## src/rtl/datamem_arbiter.sv

```systemverilog
// Round-robin arbiter sequencing two 4-phase req/ack requesters onto the 256x8 data memory.
// Latency: grant edge -> one ACCESS cycle of strobes -> one RESP cycle of ack; three cycles grant to grant.
// Backpressure: requests wait while busy; a requester is re-eligible only after its req is seen low.
module datamem_arbiter #(
    parameter int ADDR_W = 8,
    parameter int DATA_W = 8
) (
    input  logic              clk,
    input  logic              rst_n,
    input  logic              req0,
    input  logic              we0,
    input  logic [ADDR_W-1:0] addr0,
    input  logic [DATA_W-1:0] wdata0,
    output logic              ack0,
    output logic [DATA_W-1:0] rdata0,
    input  logic              req1,
    input  logic              we1,
    input  logic [ADDR_W-1:0] addr1,
    input  logic [DATA_W-1:0] wdata1,
    output logic              ack1,
    output logic [DATA_W-1:0] rdata1,
    output logic [ADDR_W-1:0] mem_read_addr,
    output logic [ADDR_W-1:0] mem_write_addr,
    output logic [DATA_W-1:0] mem_write_data,
    output logic              mem_write,
    output logic              mem_read,
    input  logic [DATA_W-1:0] mem_read_data,
    output logic              busy,
    output logic              gnt_id
);

    typedef enum logic [1:0] {IDLE, ACCESS, RESP} state_t;

    state_t            state, state_nxt;
    logic              rr_ptr;
    logic              wait_low0, wait_low1;
    logic              lat_we;
    logic [ADDR_W-1:0] lat_addr;
    logic [DATA_W-1:0] lat_wdata;
    logic              elig0, elig1;
    logic              grant, grant_id;

    // A requester still holding req after its ack must be seen low before it is eligible again.
    assign elig0 = req0 & ~wait_low0;
    assign elig1 = req1 & ~wait_low1;

    always_comb begin
        state_nxt = state;
        grant     = 1'b0;
        grant_id  = 1'b0;
        case (state)
            IDLE: begin
                if (elig0 | elig1) begin
                    grant     = 1'b1;
                    grant_id  = (elig0 & elig1) ? rr_ptr : elig1;
                    state_nxt = ACCESS;
                end
            end
            ACCESS:  state_nxt = RESP;
            RESP:    state_nxt = IDLE;
            default: state_nxt = IDLE;
        endcase
    end

    always_ff @(posedge clk or negedge rst_n) begin
        if (!rst_n) begin
            state     <= IDLE;
            rr_ptr    <= 1'b0;
            wait_low0 <= 1'b0;
            wait_low1 <= 1'b0;
            lat_we    <= 1'b0;
            lat_addr  <= '0;
            lat_wdata <= '0;
            gnt_id    <= 1'b0;
            rdata0    <= '0;
            rdata1    <= '0;
        end else begin
            state <= state_nxt;

            if (grant) begin
                gnt_id    <= grant_id;
                lat_we    <= grant_id ? we1    : we0;
                lat_addr  <= grant_id ? addr1  : addr0;
                lat_wdata <= grant_id ? wdata1 : wdata0;
            end

            if (state == ACCESS && !lat_we) begin
                if (gnt_id) rdata1 <= mem_read_data;
                else        rdata0 <= mem_read_data;
            end

            if (state == RESP) rr_ptr <= ~gnt_id;

            if (state == RESP && !gnt_id) wait_low0 <= 1'b1;
            else if (!req0)               wait_low0 <= 1'b0;

            if (state == RESP && gnt_id)  wait_low1 <= 1'b1;
            else if (!req1)               wait_low1 <= 1'b0;
        end
    end

    // Buses follow the latched request, so they only change at a grant and hold otherwise.
    assign mem_read_addr  = lat_addr;
    assign mem_write_addr = lat_addr;
    assign mem_write_data = lat_wdata;
    assign mem_write      = (state == ACCESS) &  lat_we;
    assign mem_read       = (state == ACCESS) & ~lat_we;
    assign ack0           = (state == RESP) & ~gnt_id;
    assign ack1           = (state == RESP) &  gnt_id;
    assign busy           = (state != IDLE);

endmodule

```

## config.mk

```make
export PLATFORM = sky130hd
export DESIGN_NAME = datamem_arbiter
export DESIGN_NICKNAME = d
export VERILOG_FILES = /design/src/rtl/datamem_arbiter.sv
export SDC_FILE = /design/constraint.sdc
export NUM_CORES = 1
export LEC_CHECK = 0
export ABC_AREA = 1
export CELL_PAD_IN_SITES_DETAIL_PLACEMENT = 1
export CELL_PAD_IN_SITES_GLOBAL_PLACEMENT = 1
export CORE_ASPECT_RATIO = 1.5
export CORE_UTILIZATION = 28
export CTS_BUF_LIST = sky130_fd_sc_hd__clkbuf_2 sky130_fd_sc_hd__clkbuf_4 sky130_fd_sc_hd__clkbuf_8
export DETAILED_ROUTE_END_ITERATION = 8
export PLACE_DENSITY = 0.82
export RECOVER_POWER = 50
export SYNTH_ARGS = -nofsm -noshare
export SYNTH_HDL_FRONTEND = slang
export SYNTH_SLANG_ARGS = --single-unit
```

## constraint.sdc

```tcl
create_clock -name clk -period 1.68 [get_ports clk]
set_input_delay 0.42 -clock clk [delete_from_list [all_inputs] [get_ports clk]]
set_output_delay 0.42 -clock clk [all_outputs]
set_load 0.01 [all_outputs]
```

### Word-level counts from Yosys, hierarchy flattened

Index checks and enable logic that the tools add are counted.

| storage, ports and cells | value |
|---|---|
| word-level logic and storage cells | 50 |
| output and inout port bits | 46 |
| register bits after elaboration | 39 |

| cells by class | value |
|---|---|
| equal/unequal tests | 5 |
| muxes and demuxes | 14 |
| bitwise operators | 12 |
| reduce and logical (&&, ||, !) cells | 9 |

Operators with widths:

| kind | number |
|---|---|
| 2-to-1 mux 8 bit | 2 |
| 2-to-1 mux 1 bit | 10 |
| bitwise AND 1 bit | 7 |
| != test 2 x 1 -> 1 bit, second input constant | 2 |
| inverter 1 bit | 4 |
| one-hot mux 2 bit (2 select lines) | 1 |
| AND reduction 2 bit | 2 |
| logical AND 1 bit | 3 |
| equality test 2 x 1 -> 1 bit, second input constant | 1 |
| equality test 2 bit, second input constant | 1 |
| logical NOT 1 bit | 2 |
| logical NOT 2 bit | 1 |
| 2-to-1 mux 2 bit | 1 |
| != test 2 bit, second input constant | 1 |
| nonzero test 2 bit | 1 |
| bitwise OR 1 bit | 1 |

### Depth between registers and ports, before layout

| logic depth | value |
|---|---|
| depth after elaboration | 7 |
| gate-level depth with buffers | 8 |

### Worst setup path before layout

No wires, ideal clock.

| timing path | value |
|---|---|
| path kind | register -> register |
| start point | reg state[1] |
| end point | reg rdata0[5] |
| slack | 0.443 ns |
| path buffers | 1 |
| data required time | 1.559 ns |
| period minus slack after synthesis | 1.237 ns |
| arrival | 1.116 ns |
| stages on the path, launching flop included | 6 |
| cells stage by stage | dfrtp_1 nor3_4 nand2_2 buf_2 nand2_1 o21ai_1 |

| between the ends | value |
|---|---|
| word-level cells in the longest chain between the ends | 3 |

RTL lines:

| element | line | RTL |
|---|---|---|
| from (decl) | 34 | `state_t state, state_nxt;` |
| from (signal assigned) | 78 | `state <= state_nxt;` |
| equality test 2 x 1 -> 1 bit | 87 | `if (state == ACCESS && !lat_we) begin` |
| logical AND 1 bit | 87 |  |
| AND reduction 2 bit (no source line) | -- |  |
| to (signal assigned) | 89 | `else rdata0 <= mem_read_data;` |
| to (decl) | 15 | `output logic [DATA_W-1:0] rdata0,` |

Every way passes these cells.
A chain may end at the register's enable or synchronous reset.

### Final worst setup path

| timing path | value |
|---|---|
| start point | reg lat_addr[1], in the netlist mem_read_addr[1] |
| end point | out mem_write_addr[1] |

RTL lines:

| element | line | RTL |
|---|---|---|
| from (decl) | 38 | `logic [ADDR_W-1:0] lat_addr;` |
| from (signal assigned) | 83 | `lat_addr <= grant_id ? addr1 : addr0;` |
| to (decl) | 23 | `output logic [ADDR_W-1:0] mem_write_addr,` |

No word-level cell between the ends.

==> metrics list <==
* Run status: completed
* Synth-to-layout area growth: 54.77%
- Routed vias/inst: approximately 4.6
- Measured in cells, the most critical reg-to-reg path has a length of 5.
- Max-cap check violation count: 0
- Of the total power, registers draw 0.321.
- Clock tree from TritonCTS: done
- Number of I/O port buffers: 91
- Summed instance area of the synthesized netlist: approximately 0.0020 mm²
- Synthesis inferred 39 register bits.
- Of the total power, the clock network draws 0.129.
- TritonCTS buffer count: 5
* Achievable Freq: 605.4 MHz
- Multiplexer share of the synthesized area: 0
- P_int: 0.003334 W
* Clk Latency, worst-skew pair: between 0.2 and 0.3 ns
* Unrepaired setup endpoints after global routing: false
* Placeable core area: roughly 0.0066 mm²
- The analysis attributes to net switching a power of 0.002120 W.
- Worst endpoint required time: about 1.3 ns
- Synthesis produced a netlist whose cell count is 242.
- Critical path's largest stage delay: between 0.5 and 0.6 ns
- The number of max-slew violations in the final report came to 0.
- P_leak: ~1.5 nW
- Hold Path Class: primary input to asynchronous set/reset pin
* Synth cell types: 21
* Worst r2r src: state[1]
* Die Y-Extent: 104.3 µm
* Endpoint type of the worst setup path: output pin
* Portion of the post-synthesis area used by sequential elements: 0.4997
- For this run, the total global-route usage over all layers was measured as 0.1596.
- Total iterations of the first detailed-routing run: 2
* XOR/XNOR share of the synthesized area: 0
- Final worst-path cycle share: 0.9833
- X dimension of the die: 70.20 µm
* Final number of setup-violating endpoints: 0
- Top fanout value on the critical path: 3
- The final hold violation count is 0.
- The first global-routing pass estimated 9.390 mm of wire.
* Switching part of the total: 0.3887
- Maximum resistive drop on vdd: 0.8803 mV
- Entering global routing, the biggest net connects 23 pins.
- Initial antenna violation count: 0
* Simple-gate area share of the yosys netlist: 0.2774
- Final-layout fill cell count: 800
* HPWL after detailed placement: about 4.3 mm
* Antenna Nets Post-Route: 0
* Net count after synthesis: about 290
* Number of diodes added for antenna fixing: 0
- Element type at the critical path start: flop
* Number of vias in the routed layout: 1884
* WP buf/inv: 1
- The first routing iteration left 55 violations.
* Clk root buf: sky130_fd_sc_hd__clkbuf_8
- Yosys printed 0 warnings.
- Global placement routability congestion: between 0.7 and 0.8
* Clock Tree Buf Depth: 2
- Post-Place Worst Slack: -0.08981 ns
- The floorplan has 36 rows.
* Ratio of total power to cell area: 1804 mW/mm²
* Initial core utilization: 0.2950
- NumNets Final: 382
- Count of H-tree levels built during CTS: 2
* List of cells traversed by the critical path: clkdlybuf4s50_1
- By area, the combinational part of the netlist is dominated by simple AND/OR/NAND/NOR gates.
* Syn Area/Cell: 8.071 µm²
* Area of the die: 0.007321 mm²
* Number of sinks driven by the clock tree: 39
- Top-Level Pins: 92
- Clock slew at the register clock pins of the worst setup and hold paths: approximately 0.070 ns
* Post-CTS repair timing setup buffer count: 0
- Time the final worst path needs with I/O delays and setup: 1.652 ns
- For the worst setup path, the data arrival time is 1.23 ns.
- Worst setup margin: 0.02814 ns
- DRC violations left: 0
- For this run the aggregate overflow at the end of global routing stands at 0.
- Number of global-route vias before repair: ~2.0k
* Final clock skew: 0.001701 ns
- The synthesized-area fraction occupied by ao, oa, aoi and oai cells was 0.05958.
- Total power draw: 0.005454 W
* Synth Area in Adders: 0
- Start-to-end type of the worst setup path: flop to output pin
- Final WL: around 5.6 mm
- For the pin with the worst max-slew slack, the measured transition is 1.018 ns.
- In the final routed layout, each cell accounts on average for 13.48 µm.
- Slew headroom: 0.3216
* Fraction of layout instances using a drive strength above 1: 0.1009
* Library cell contributing the largest single delay on the critical path: sky130_fd_sc_hd__clkdlybuf4s50_1
* Gate power share: 0.550
- Top cell family by delay on the critical path: buffers and inverters
- The worst register-to-register path ends at rdata0[2].
* Minimum setup slack among reg-to-reg paths: 0.16 ns
-- repair_timing --
action	4_1_cts	5_1_grt
pin swaps	0	1
hold buffers	0	0
setup endpoints to repair	5	9
resized for setup	12	10
-- kinds of logic (layout without fill, tap and decap cells) --
| group | count (synthesis) | after routing |
|---|---|---|
| buf+inv | 65 | 160 |
| simple gates | 117 | 117 |
| flops | 39 | 39 |
| compound gates | 21 | 21 |
-- cell usage after synthesis, drive strengths merged --
cell type | number | area [µm²]
a21oi | 2 | 21.27
and3 | 1 | 6.260
buf | 15 | 121.4
clkbuf | 1 | 13.76
dfrtp | 39 | 975.9
inv | 49 | 183.9
nand2 | 76 | 307.8
nand3 | 35 | 180.2
nor2 | 4 | 31.28
nor3 | 1 | 16.27
o21ai | 19 | 95.09
-- metrics by stage --
stage / hold WS (ns) / utilization / TNS, ns / cell area [µm²] / std cells
2_1_floorplan: 0.1244 / - / 0 / 1953 / 242
3_3_place_gp: 0.3744 / 0.4450 / -0.09312 / 2947 / 405
3_5_place_dp: 0.3823 / 0.4450 / -1.009 / 2947 / 405
4_1_cts: 0.06932 / 0.4615 / -0.0004862 / 3055 / 413
5_1_grt: 0.3831 / 0.4565 / 0 / 3023 / 413
6_report: 0.2841 / 0.4565 / 0 / 3023 / 413
-- area by class of cell --
| cell class | instances | area (µm²) | area share |
|---|---|---|---|
| tap | 76 | 95.09 | 0.03146 |
| multi-input combinational | 138 | 655.6 | 0.2169 |
| sequential | 39 | 975.9 | 0.3228 |
| inverter | 49 | 183.9 | 0.06084 |
| timing repair buffer | 103 | 1008 | 0.3336 |
| clock buffer | 8 | 103.9 | 0.03435 |
-- state kept, by name, indices dropped and copies added, names as in the netlist --
register / count
gnt_id: 1
lat_we: 1
mem_read_addr: 8
mem_write_data: 8
rdata0: 8
rdata1: 8
rr_ptr: 1
state: 2
wait_low0: 1
wait_low1: 1
-- routing by layer --
metal / vias up / wire length [µm] / track usage
met3: 6 / 289 / 0.03295
li1: 911 / - / -
met2: 58 / 3027 / 0.2981
met5: - / 0 / 0
met1: 909 / 2198 / 0.1814
met4: 0 / 51 / 0.03857
-- worst max-delay path by stage --
stage,start,to,slack (ns),depth (start not counted)
2_1_floorplan,state[1],rdata0[5],0.44,5
3_3_place_gp,req1,mem_read_addr[2],-0.02,7
3_5_place_dp,req1,mem_write_data[5],-0.09,7
4_1_cts,state[1],mem_write,-0.0005,3
5_1_grt,mem_read_addr[4],mem_read_addr[4],0.0005,1
6_report,mem_read_addr[1],mem_write_addr[1],0.03,1
-- power by group through the flow --
| stage | sequential (W) | clock [W] | combinational, W |
|---|---|---|---|
| final | 0.00175 | 0.000705 | 0.00300 |
| after global routing | 0.00181 | 0.000763 | 0.00330 |
| after CTS | 0.00176 | 0.000734 | 0.00314 |
| after detailed placement | 0.00176 | 0 | 0.00314 |
| after global placement | 0.00173 | 0 | 0.00302 |
| after floorplan | 0.00189 | 0 | 0.00145 |
-- layout by cell type, fill, tap and decap left out, drive strengths merged, types with 2 or more instances in the layout --
cell and count:
nor2 4, a21oi 2, buf 12, clkdlybuf4s25 4
clkbuf 13, inv 49, dfrtp 39, clkdlybuf4s50 80
nand2 76, o21ai 19, nand3 35
(Power assumes the default switching activity.)
